### config.mk
export PLATFORM = sky130hd
export DESIGN_NAME = ps2_scan_decoder
export DESIGN_NICKNAME = d
export VERILOG_FILES = /design/src/rtl/ps2_pkg.sv /design/src/rtl/ps2_ev_fifo.sv /design/src/rtl/ps2_scan_decoder.sv
export SDC_FILE = /design/constraint.sdc
export NUM_CORES = 1
export LEC_CHECK = 0
export CAP_MARGIN = 5
export CORE_MARGIN = 1
export CORE_UTILIZATION = 30
export CTS_CLUSTER_DIAMETER = 120
export DETAILED_ROUTE_END_ITERATION = 8
export GPL_TIMING_DRIVEN = 0
export SYNTH_ARGS = -nofsm -noshare
export SYNTH_HDL_FRONTEND = slang
export SYNTH_HIERARCHICAL = 1
export SYNTH_SLANG_ARGS = --single-unit
### constraint.sdc
create_clock -name clk_i -period 4.8 [get_ports clk_i]
set_input_delay 0.96 -clock clk_i [delete_from_list [all_inputs] [get_ports clk_i]]
set_output_delay 0.96 -clock clk_i [all_outputs]
set_load 0.005 [all_outputs]
### src/rtl/ps2_pkg.sv
// Shared constants and types for the PS/2 scancode decoder: prefix/control bytes,
// decoder state encoding and the buffered event word layout.
package ps2_pkg;

  localparam logic [7:0] PS2_EXT    = 8'hE0;
  localparam logic [7:0] PS2_BRK    = 8'hF0;
  localparam logic [7:0] PS2_ACK    = 8'hFA;
  localparam logic [7:0] PS2_BAT    = 8'hAA;
  localparam logic [7:0] PS2_ECHO   = 8'hEE;
  localparam logic [7:0] PS2_RESEND = 8'hFE;
  localparam logic [7:0] PS2_ERR0   = 8'h00;
  localparam logic [7:0] PS2_ERR1   = 8'hFF;

  localparam int unsigned EV_W = 10;

  typedef enum logic [1:0] {
    S_IDLE    = 2'd0,
    S_EXT     = 2'd1,
    S_BRK     = 2'd2,
    S_EXT_BRK = 2'd3
  } ps2_state_e;

  typedef struct packed {
    logic       ext;
    logic       brk;
    logic [7:0] code;
  } ps2_ev_t;

  // Keyboard responses to host commands; never part of a key event.
  function automatic logic is_ctrl_byte(input logic [7:0] b);
    return b inside {PS2_ERR0, PS2_BAT, PS2_ECHO, PS2_ACK, PS2_RESEND, PS2_ERR1};
  endfunction

endpackage

### src/rtl/ps2_ev_fifo.sv
// Synchronous show-ahead FIFO for decoded key events. Push while full succeeds only
// when a pop happens in the same cycle; pop while empty is ignored.
module ps2_ev_fifo #(
  parameter int unsigned DEPTH = 4,
  parameter int unsigned W     = 10
) (
  input  logic         clk,
  input  logic         rst_n,
  input  logic         push,
  input  logic [W-1:0] wdata,
  input  logic         pop,
  output logic [W-1:0] rdata,
  output logic         full,
  output logic         empty
);

  localparam int unsigned AW = $clog2(DEPTH);

  logic [AW-1:0] wr_ptr_q, rd_ptr_q;
  logic [AW:0]   cnt_q;
  logic [W-1:0]  mem_q [DEPTH];
  logic          do_push, do_pop;

  assign full    = (cnt_q == (AW+1)'(DEPTH));
  assign empty   = (cnt_q == '0);
  assign do_pop  = pop && !empty;
  assign do_push = push && (!full || do_pop);
  assign rdata   = mem_q[rd_ptr_q];

  always_ff @(posedge clk or negedge rst_n) begin
    if (!rst_n) begin
      wr_ptr_q <= '0;
      rd_ptr_q <= '0;
      cnt_q    <= '0;
    end else begin
      if (do_push) wr_ptr_q <= wr_ptr_q + AW'(1);
      if (do_pop)  rd_ptr_q <= rd_ptr_q + AW'(1);
      cnt_q <= cnt_q + (AW+1)'(do_push) - (AW+1)'(do_pop);
    end
  end

  always_ff @(posedge clk) begin
    if (do_push) mem_q[wr_ptr_q] <= wdata;
  end

endmodule

### src/rtl/ps2_scan_decoder.sv
// Turns raw PS/2 scancode bytes into {ext, brk, code} key events, buffers them, and
// throttles the receiver while the event buffer is full.
module ps2_scan_decoder
  import ps2_pkg::*;
#(
  parameter int unsigned DEPTH       = 4,
  parameter int unsigned TIMEOUT_CYC = 100000,
  parameter int unsigned CNT_W       = 17
) (
  input  logic       clk_i,
  input  logic       rst_i,
  input  logic       rx_listo_i,
  input  logic [7:0] data_i,
  input  logic       garg_i,
  output logic       rx_en_o,
  output logic       ev_valid_o,
  output logic [7:0] ev_code_o,
  output logic       ev_ext_o,
  output logic       ev_brk_o,
  input  logic       ev_rd_i,
  output logic       ovf_o,
  input  logic       clr_i,
  output logic       err_o
);

  localparam logic [CNT_W-1:0] TO_LAST = CNT_W'(TIMEOUT_CYC - 1);

  ps2_state_e       state_q, state_d;
  logic [CNT_W-1:0] cnt_q, cnt_d;
  logic             err_q, err_d;
  logic             ovf_q, ovf_d;
  logic             rx_en_q;
  logic             push;
  ps2_ev_t          push_ev;
  logic [EV_W-1:0]  head_raw;
  ps2_ev_t          head;
  logic             full, empty, pop;

  always_comb begin
    state_d = state_q;
    cnt_d   = cnt_q;
    err_d   = 1'b0;
    push    = 1'b0;
    push_ev = '{ext: 1'b0, brk: 1'b0, code: data_i};
    if (rx_listo_i) begin
      cnt_d = '0;
      if (garg_i) begin
        err_d   = 1'b1;
        state_d = S_IDLE;
      end else begin
        unique case (state_q)
          S_IDLE: begin
            if (data_i == PS2_EXT)      state_d = S_EXT;
            else if (data_i == PS2_BRK) state_d = S_BRK;
            else if (!is_ctrl_byte(data_i)) push = 1'b1;
          end
          S_EXT: begin
            if (data_i == PS2_BRK) state_d = S_EXT_BRK;
            else if (data_i != PS2_EXT) begin
              push        = 1'b1;
              push_ev.ext = 1'b1;
              state_d     = S_IDLE;
            end
          end
          S_BRK: begin
            if (data_i == PS2_EXT) state_d = S_EXT_BRK;
            else if (data_i != PS2_BRK) begin
              push        = 1'b1;
              push_ev.brk = 1'b1;
              state_d     = S_IDLE;
            end
          end
          S_EXT_BRK: begin
            if (data_i != PS2_EXT && data_i != PS2_BRK) begin
              push        = 1'b1;
              push_ev.ext = 1'b1;
              push_ev.brk = 1'b1;
              state_d     = S_IDLE;
            end
          end
        endcase
      end
    end else if (state_q != S_IDLE) begin
      // A prefix left dangling too long is abandoned without producing an event.
      if (cnt_q == TO_LAST) begin
        state_d = S_IDLE;
        err_d   = 1'b1;
        cnt_d   = '0;
      end else begin
        cnt_d = cnt_q + CNT_W'(1);
      end
    end
  end

  assign pop = ev_rd_i && !empty;

  always_comb begin
    ovf_d = ovf_q;
    if (clr_i) ovf_d = 1'b0;
    if (push && full && !pop) ovf_d = 1'b1;
  end

  always_ff @(posedge clk_i or negedge rst_i) begin
    if (!rst_i) begin
      state_q <= S_IDLE;
      cnt_q   <= '0;
      err_q   <= 1'b0;
      ovf_q   <= 1'b0;
      rx_en_q <= 1'b1;
    end else begin
      state_q <= state_d;
      cnt_q   <= cnt_d;
      err_q   <= err_d;
      ovf_q   <= ovf_d;
      rx_en_q <= ~full;
    end
  end

  ps2_ev_fifo #(
    .DEPTH (DEPTH),
    .W     (EV_W)
  ) u_fifo (
    .clk   (clk_i),
    .rst_n (rst_i),
    .push  (push),
    .wdata (push_ev),
    .pop   (ev_rd_i),
    .rdata (head_raw),
    .full  (full),
    .empty (empty)
  );

  // Storage is not reset, so the head is masked while the buffer is empty.
  assign head       = empty ? '0 : ps2_ev_t'(head_raw);
  assign ev_valid_o = ~empty;
  assign ev_code_o  = head.code;
  assign ev_ext_o   = head.ext;
  assign ev_brk_o   = head.brk;
  assign ovf_o      = ovf_q;
  assign err_o      = err_q;
  assign rx_en_o    = rx_en_q;

endmodule
==> flow_summary.ini <==
[critical_path]
critPathKind = in2reg
cp-end-kind = flop
required_ns = 5.06
critPathLaunch = data_i[7]
cp_cell_sequence = clkdlybuf4s50_1, and2_1, nand4_1, nor2b_1, a21boi_1, or2_1, a21bo_1, ha_1, fa_1, xnor2_1, xnor2_1
r2r_cells = 10
reg2reg_slack_ns = 2.06
rr_startpoint = state_q[0]
cp_slowest_stage_delay_ns = 0.52
r2r-end = u_fifo/cnt_q[2]
crit_top_cell = xnor2_1
slowest_stage = clkdlybuf4s50_1
worstSetupEndpoint = u_fifo/cnt_q[2]
start_kind = primary input
crit_fanout = 6
cp.arrival_ns = 3.68

[routing]
drt-total-wl_mm = 5.70
drc_errors = 0
drt-wirelength-per-cell_um = 13.8
ant_nets = 0
vias = 1850
drtIter0Drc = 79
via_per_inst = 4.48
firstDrtPassIters = 4

[timing]
worst_pin_slew_ns = 0.877
fin_crit_sh_pct = 71.3
rsz0062_at_grt = no
slew_headroom_pct = 41.4
maxSlewViolCount = 0
clock_skew_ns = 0.00907
max_freq_mhz = 292
final.setup.tns_ns = 0
min_period_ns = 3.42
setup_viol = 0
finalHoldViolCount = 0

[synth]
yosysSeqAreaShare_pct = 61.1
synth_most_common_cell = edfxtp_1
synth_largest_area_cell = edfxtp_1
synthesis.instances = 233
synth-edff-count = 40
synth.avg_cell_area_sq_um = 13.5
ys_ff_latch = 69
ys_types = 46
synth_top_area_share_pct = 38.1
async_flop_share_pct = 42.0
netlist_area_sq_um = 3160
netlist_top_cells_count = 40 x edfxtp_1, 28 x dfrtp_1, 26 x nor2_1, 12 x inv_1, 12 x nand3_1
synth_warnings = 6
synth-main-ff-cell = edfxtp_1
syn-num-nets = 254
ys_top_cells_by_area = edfxtp_1 38%, dfrtp_1 22%, mux4_2 7.1%

[clock_network]
clockRootBuffer = clkbuf_8
cts.sinks = 69
cts_hold_buf = 0
cts_max_path_buffers = 2
cts_resized = 0
cts_tree = built
cts_setup_buffers = 0
numCtsBuffers = 9
htree_levels = 3
insertion_delay_ns = 0.34
clkSlewWorstSetupHoldPaths_ns = 0.07

[cells_and_area]
final_core_util_pct = 36.8
fin_area_sq_um = 3780
regArea_sq_um = 1930
drive_gt1_share_pct = 15.2
num_antenna_cells = 0
multiInputGateArea_sq_um = 1150
area_growth_pct = 19.7
nets = 293
n_fill_cell = 1015

[power]
ir_drop_mv = 0.149
power_density_nw_per_um2 = 440
leakagePower_nw = 1.36
power.total_mw = 1.66

[die]
fp.dieW_um = 105
start_util_pct = 30.7
rows = 37
io_pins = 28
core_area_sq_um = 10300
floorplan.die_area_sq_um = 10900
die_h_um = 105

[place]
dp_hpwl_mm = 3.95
post_dp_cell_area_sq_um = 3610
portBuffers = 27
gp_congestion = 0.745

[global_route]
grt-ovfl-total = 0
grt_pass1_wl_mm = 9.80
grt_max_degree = 19
grt_pass1_vias = 2051
grt_antenna_before_repair = 0
grt_use_total_pct = 11.7

[run_status]
status = finished, final reports clean

[job]
max-cap-violations = 0

[worst_hold_path]
hp-class = reg2reg
## where the power goes
part           total [mW]  internal (mW)  switching (mW)  leakage, nW
Sequential          0.754          0.706          0.0475        0.746
Clock               0.409          0.186           0.223       0.0759
Combinational       0.501          0.301           0.200        0.538
## per-stage QoR
stage	setup WS, ns	std cells	hold WS [ns]
6_report	1.38	413	0.518
2_1_floorplan	1.94	233	0.484
3_3_place_gp	1.07	396	0.497
3_5_place_dp	1.01	397	0.501
5_1_grt	1.22	413	0.566
4_1_cts	1.36	413	0.523
## how the worst min path moves through the flow
stage                     startpoint  slack [ns]   endpoint  depth (start not counted)
after floorplan            cnt_q[16]        0.48  cnt_q[16]                          2
after global placement         ovf_o        0.50      ovf_o                          1
after detailed placement       ovf_o        0.50      ovf_o                          1
after CTS                      ovf_o        0.52      ovf_o                          1
after global routing       cnt_q[15]        0.57  cnt_q[15]                          2
final                          ovf_o        0.52      ovf_o                          1
## critical path: cells and delay by family
| kind | cells | cell delay (ns) |
|---|---|---|
| AOI/OAI and AO/OA | 2 | 0.58 |
| xor gates and xnor gates | 2 | 0.32 |
| adders and majority gates | 2 | 0.55 |
| buffers and inverters | 1 | 0.52 |
| and+or+nand+nor | 4 | 0.73 |
## cell families (layout without fill, tap and decap cells)
group | after synthesis | in the layout | synth area share (%)
and+or+nand+nor | 93 | 93 | 16.3
AOI/OAI and AO/OA | 17 | 17 | 4.28
buffers and inverters | 17 | 61 | 2.42
xor gates and xnor gates | 18 | 18 | 5.00
adders and majority gates | 7 | 7 | 3.01
muxes | 12 | 12 | 7.93
DFF | 69 | 69 | 61.1
## layout make-up
type	instances	share of cell area, %
flip-flops and latches	69	51.0
multi-input cells	147	30.5
repair buffers	28	7.55
well taps	136	4.50
clock buffers	10	3.38
inverters	12	1.19
clock inverters	6	1.06
plain buffers	5	0.828
## cell usage in the layout (no fill, tap or decap), types with 4 or more instances in the layout
| cell | count |
|---|---|
| and2_1 | 8 |
| clkbuf_8 | 9 |
| clkdlybuf4s50_1 | 27 |
| dfrtp_1 | 28 |
| edfxtp_1 | 40 |
| ha_1 | 6 |
| inv_1 | 12 |
| mux4_2 | 10 |
| nand2_1 | 11 |
| nand3_1 | 12 |
| nand4_1 | 4 |
| nor2_1 | 26 |
| nor2b_1 | 11 |
| nor3_1 | 4 |
| o21ai_0 | 5 |
| xnor2_1 | 9 |
| xor2_1 | 9 |
## state kept, by name, summed over array words and instances (netlist names)
signal and flops:
u_fifo/rd_ptr_q 2, ovf_o 1, cnt_q 17, u_fifo/mem_q 40, state_q 2, u_fifo/cnt_q 3
rx_en_o 1, u_fifo/wr_ptr_q 2, err_o 1
## routing by layer
layer  wire (um)  GRT usage, %
met1        2650          14.2
met2        2830          19.3
met3         164          2.74
met4          63          6.12
met5           0             0
Note: power is estimated with default switching activity, not from simulation.
